$ cat src/rtl/seq101_framer_tx.sv
// Serial framer: preamble 1,0,1, MSB-first payload with 0-stuffing so 1,0,1 never recurs, then 2 guard zeros.
// First bit one cycle after start is accepted; start is ignored (no backpressure) while busy.
module seq101_framer_tx #(
  parameter int DATA_W = 8
) (
  input  logic              clk,
  input  logic              reset,
  input  logic              start,
  input  logic [DATA_W-1:0] data,
  output logic              x,
  output logic              busy,
  output logic              done
);

  typedef enum logic [2:0] {IDLE, PRE, DATA, STUFF, GUARD} state_t;

  localparam int CW = $clog2(DATA_W + 4);
  localparam logic [CW-1:0] LAST = CW'(DATA_W);

  state_t            state, nstate;
  logic [CW-1:0]     cnt, ncnt;
  logic [DATA_W-1:0] sreg, nsreg;
  logic [1:0]        hist, nhist;
  logic              nx, nbusy, ndone;
  logic              next_bit;
  logic              need_stuff;
  logic [CW-1:0]     sent;

  // hist already includes the bit on the line this cycle
  assign need_stuff = (hist == 2'b10) && sreg[DATA_W-1];
  assign sent       = (state == PRE) ? '0 : cnt;

  always_comb begin
    nstate   = state;
    ncnt     = cnt;
    nsreg    = sreg;
    nx       = 1'b0;
    nbusy    = 1'b0;
    ndone    = 1'b0;
    next_bit = 1'b0;

    case (state)
      IDLE: begin
        if (start) begin
          nstate = PRE;
          ncnt   = '0;
          nsreg  = data;
          nx     = 1'b1;
          nbusy  = 1'b1;
        end
      end
      PRE: begin
        if (cnt != CW'(2)) begin
          ncnt  = cnt + CW'(1);
          nx    = (cnt == CW'(1));
          nbusy = 1'b1;
        end else begin
          next_bit = 1'b1;
        end
      end
      DATA: begin
        if (cnt == LAST) begin
          nstate = GUARD;
          ncnt   = '0;
          ndone  = 1'b1;
          nbusy  = 1'b1;
        end else begin
          next_bit = 1'b1;
        end
      end
      STUFF: next_bit = 1'b1;
      GUARD: begin
        if (cnt == '0) begin
          ncnt  = CW'(1);
          nbusy = 1'b1;
        end else begin
          nstate = IDLE;
          ncnt   = '0;
        end
      end
      default: nstate = IDLE;
    endcase

    // A stuffed 0 leaves the pending payload bit in place for the next cycle
    if (next_bit) begin
      nbusy = 1'b1;
      if (need_stuff) begin
        nstate = STUFF;
        nx     = 1'b0;
      end else begin
        nstate = DATA;
        nx     = sreg[DATA_W-1];
        nsreg  = sreg << 1;
        ncnt   = sent + CW'(1);
      end
    end

    nhist = {hist[0], nx};
  end

  always_ff @(posedge clk) begin
    if (reset) begin
      state <= IDLE;
      cnt   <= '0;
      sreg  <= '0;
      hist  <= 2'b00;
      x     <= 1'b0;
      busy  <= 1'b0;
      done  <= 1'b0;
    end else begin
      state <= nstate;
      cnt   <= ncnt;
      sreg  <= nsreg;
      hist  <= nhist;
      x     <= nx;
      busy  <= nbusy;
      done  <= ndone;
    end
  end

endmodule

$ cat config.mk
export PLATFORM = sky130hd
export DESIGN_NAME = seq101_framer_tx
export DESIGN_NICKNAME = d
export VERILOG_FILES = /design/src/rtl/seq101_framer_tx.sv
export SDC_FILE = /design/constraint.sdc
export NUM_CORES = 1
export LEC_CHECK = 0
export ABC_CLOCK_PERIOD_IN_PS = 2100
export CAP_MARGIN = 0
export CORE_MARGIN = 1.5
export CORE_UTILIZATION = 30
export DETAILED_ROUTE_END_ITERATION = 16
export DONT_BUFFER_PORTS = 1
export GPL_TIMING_DRIVEN = 0
export MAX_ROUTING_LAYER = met4
export SLEW_MARGIN = 10
export SYNTH_ARGS = -nofsm -noshare
export SYNTH_HDL_FRONTEND = slang
export SYNTH_SLANG_ARGS = --single-unit
export TNS_END_PERCENT = 30
$ cat constraint.sdc
create_clock -name clk -period 2.1 [get_ports clk]
set_clock_uncertainty 0.2 [all_clocks]
set_input_delay 0.42 -clock clk [delete_from_list [all_inputs] [get_ports clk]]
set_output_delay 0.42 -clock clk [all_outputs]
set_load 0.05 [all_outputs]
# Yosys cells after proc, flatten, opt, wreduce, memory -nomap -nowiden
# Index checks and enable logic that the tools add are counted.
# totals
register_bits	20
latchBits	0
mem_bits_rw	0
mem_bits_ro	0
output_inout_bits	3
mem_count	0
# op_classes
add_sub_neg	2
n_mul	0
n_div	0
magnitude_cmp	0
n_eq_ne	12
n_shift	0
mux	31
bitwise_logic	1
reduce_logical	6
# ops
op	n
8-bit 2-to-1 mux	4
4-bit 2-to-1 mux	6
4-bit case mux with 4 select lines	1
1-bit 2-to-1 mux	12
3-bit 2-to-1 mux	4
3-bit case mux with 4 select lines	1
3-bit != test (second input constant)	3
4-bit by 1-bit adder with 4-bit output (second input constant)	2
3-bit by 2-bit == test with 1-bit output (second input constant)	2
4-bit by 1-bit == test with 1-bit output (second input constant)	1
4-bit == test (second input constant)	1
4-bit zero test	1
4-bit by 2-bit != test with 1-bit output (second input constant)	1
1-bit case mux with 4 select lines	1
4-bit AND reduction	1
2-bit OR reduction	2
3-bit by 1-bit == test with 1-bit output (second input constant)	1
3-bit == test (second input constant)	1
3-bit zero test	1
1-bit case mux with 3 select lines	1
2-bit == test (second input constant)	1
2-bit by 1-bit != test with 1-bit output (second input constant)	1
1-bit case mux with 2 select lines	1
1-bit logical AND	1
1-bit inverter	1

# Longest topological paths before layout
# depth
depth_word	5
mapped_depth	8
ltp_nobuf	7

# Worst setup path before layout
# OpenSTA, ideal clock, no wires.
# synth_path
path_type	reg-to-reg
from	reg cnt[0]
to	reg cnt[3]
t_arrival_ns	1.582
slack_ns	0.199
path_stages_with_launch	8
cell_sequence	dfxtp_1 inv_1 ha_1 nor4bb_4 o2111ai_2 buf_6 a22oi_1 nor3_1
# synth_via
elab_chain_len	5
word_cells_on_any_way	13
classes_between	2 x add/sub; 2 x eq/ne; 9 x mux
# synth_lines
element	line	rtl
start, declared	21	logic [CW-1:0] cnt, ncnt;
start signal, assigned	112	cnt <= ncnt;
4-bit by 1-bit adder with 4-bit output, or another cell as far along	54	ncnt = cnt + CW'(1);
4-bit 2-to-1 mux (on tied branches)	53, 62	
4-bit case mux with 4 select lines	42	case (state)
4-bit 2-to-1 mux	87	if (need_stuff) begin
4-bit 2-to-1 mux (*)	85	if (next_bit) begin
# Mark *: on every way between the ends. The rest lies on a longest branch, timed or not.
# A chain may end at the register's enable or synchronous reset.

# Worst setup path after layout
# layout_path
from	reg cnt[0]
to	reg cnt[0]
# layout_via
elab_chain_len	5
word_cells_on_any_way	16
classes_between	2 x add/sub; 2 x eq/ne; 11 x mux; 1 x reduce/logical
# layout_lines
element	line	rtl
4-bit by 1-bit adder with 4-bit output, or another cell as far along	54	
4-bit 2-to-1 mux, or another cell as far along	53	if (cnt != CW'(2)) begin
4-bit case mux with 4 select lines	42	
4-bit 2-to-1 mux	87	
4-bit 2-to-1 mux (*)	85	
# Marked as above.

==> results.txt <==
Design Power -> 0.885 mW
Placed Cells -> 175
Post-synth EDFFs -> 0
TNS Setup -> 0 ps
Worst slew pin tran -> 527 ps
Via count -> 944
Drt pass-1 iters -> 4
First-pass GRT wire length -> 4.62 mm
Post-CTS setup buffer count -> 0
Die Y -> 65.1 µm
Crit path launch type -> flip-flop
Number of buffers created by CTS -> 3
Wire length per cell -> 14.6 µm
Fmax -> 0.510 GHz
Post-synth top area share -> 0.328
Layout cells sized above 1 -> 0.183
Final wirelength -> 2.61 mm
Clock power frac -> 0.294
Synth cell types -> 43
Row count -> 22
Synth area leader -> dfxtp_1
Clock Latency Late Sink -> 260 ps
CTS Sinks -> 19
Largest net degree at the start of global routing -> 12
ANT cells -> 0
Gate power share -> 0.218
Post-Layout Cell Count -> 179
HP Class -> in2reg
Placement Setup Slack -> -105 ps
Vias in the first global route -> 1001
Mean Syn Cell Area -> 9.12 µm²
Sw Ratio -> 0.305
Die ar. -> 4240 µm²
TritonCTS clock tree -> yes
Max Buffers Root-to-Sink -> 2
Syn Std Cell Area -> 1160 µm²
Remaining Overflow, GRT -> 0
All-Layer GR Usage -> 0.142
Clock-pin slew on the worst setup and hold paths -> 80 ps
Max cap viols -> 0
Design Area, Final -> 1280 µm²
Placed instance area -> 1220 µm²
I/O Buffers -> 0
Setup Crit Path Kind -> reg2reg
Cell Pwr Density -> 690 nW/µm²
Final Hold Viols -> 0
Filler Cell Count -> 402
Initial antenna violation count -> 0
Synth warn -> 0
Final Max Slew Viols -> 0
Fin util -> 0.347
Slew headroom -> 0.648
Setup-failing EPs final -> 0
LEAKAGE -> 0.474 nW
DRC -> 0
Syn nets -> 143
Final Critical Period -> 1960 ps
Root Driver -> clkbuf_8
Sequential Power Share -> 0.488
Area Growth Syn to Fin -> 10.6%
Synth area leaders -> dfxtp_1 (33%), nor2_1 (6.8%), mux2i_1 (6.0%), ha_1 (5.4%), a211oi_1 (5.2%)
Slack of the critical path -> 140 ps
CP Max Fanout -> 6
Final HPWL DP -> 1.93 mm
Commonest non-fill, non-tap cell in the layout -> nor2_1
Final antenna-violating net count -> 0
Core area -> 3690 µm²
Data required, critical path -> 2060 ps
# H-tree levels -> 1
I/O pin cnt -> 14
Total Nets Final -> 148
Peak supply drop -> 0.442 mV
Most frequent cells in the layout -> nor2_1 (21), dfxtp_1 (17), nor3_1 (8), a211oi_1 (8)
Final period util -> 0.933
Die X-Extent -> 65.1 µm
Iter 0 DRT Violations -> 52
Top_reg_cell synth -> dfxtp_1
Initial core utilization -> 0.314
FF+latch count, synth -> 19
Gate Count Post-Synth -> 127
Share of flip-flops with an asynchronous set or reset -> 0
Internal power component -> 0.615 mW
Status -> complete, no violations
NetSw -> 0.269 mW
Gpl congestion -> 0.810
Worst hold slack -> 157 ps
Vias/cell -> 5.27
CP Data Arrival Time -> 1920 ps
Crit end category -> flip-flop
Register area share after synthesis -> 0.328
RSZ-0062 raised after global routing -> false
-- path summary, 6_finish.rpt --
path / to / cells past startpoint / start / slack [ps]
hold reg to reg: sreg[7]$_SDFF_PP0_ / 2 / sreg[6]$_SDFF_PP0_ / 310
setup reg to reg: cnt[0]$_SDFF_PP0_ / 7 / cnt[0]$_SDFF_PP0_ / 140
hold / removal: state[2]$_SDFFE_PP0P_ / 2 / start / 160
setup / recovery: cnt[0]$_SDFF_PP0_ / 7 / cnt[0]$_SDFF_PP0_ / 140
-- final cells by class --
type                       count  area [µm²]  share of cell area
buffer                        10         101              0.0791
tap                           48        60.1              0.0469
inverter                       6        22.5              0.0176
multi-input combinational     92         668               0.521
clock inverter                 1        5.00             0.00391
sequential                    19         383               0.299
clock buffer                   3        41.3              0.0322
-- what timing repair did --
item | 4_1_cts | 5_1_grt
resized for setup | 2 | 3
hold buffers | 0 | 0
endpoints found under the setup margin | 11 | 13
pin swaps | 1 | 1
hold endpoints to repair | 0 | 0
-- critical path: stages, from the launching register on --
cell	delay [ps]
dfxtp_2	350
inv_2	110
ha_2	230
inv_1	50
o311ai_1	230
a21oi_1	120
or3_1	320
a311oi_1	250
-- power by group through the flow --
stage | Clock [mW] | Combinational, mW | Sequential [mW]
after floorplan | 0 | 0.157 | 0.431
after global placement | 0 | 0.184 | 0.436
after detailed placement | 0 | 0.189 | 0.438
after CTS | 0.272 | 0.193 | 0.430
after global routing | 0.288 | 0.215 | 0.435
final | 0.260 | 0.193 | 0.432
-- kinds of logic (layout without fill, tap and decap cells) --
| kind of cell | count (synthesis) | count (layout) | share of synthesized area |
|---|---|---|---|
| xor gates and xnor gates | 1 | 1 | 0.00756 |
| DFF | 19 | 19 | 0.328 |
| buffers and inverters | 16 | 20 | 0.107 |
| muxes | 8 | 8 | 0.0702 |
| AOI/OAI and AO/OA | 26 | 26 | 0.183 |
| and+or+nand+nor | 52 | 52 | 0.251 |
| adders and majority gates | 5 | 5 | 0.0540 |
-- flip-flops by register name, indices dropped and copies added (netlist names) --
| name | count |
|---|---|
| cnt | 4 |
| hist | 2 |
| busy | 1 |
| sreg | 8 |
| state | 3 |
| done | 1 |
-- layer usage --
metal | part of all wire | up-vias | GRT usage
li1 | - | 472 | -
met3 | 0.031 | 2 | 0.0428
met1 | 0.48 | 449 | 0.175
met4 | 0.0038 | 0 | 0.0391
met2 | 0.49 | 21 | 0.228
met5 | 0 | - | -
-- cell usage after synthesis, types with 2 or more instances --
cell type	instances
a22oi_1	2
nor4_1	2
nor3_1	8
dfxtp_1	19
clkbuf_8	4
nand2_1	4
nand4_1	2
o21ai_0	3
nand3b_1	2
buf_6	2
inv_1	6
ha_1	5
a211oi_1	8
and3_1	2
buf_4	2
nor2_1	21
mux2i_1	7
nor2b_1	2
a311oi_1	2
Power figures use the tool's default switching activity.
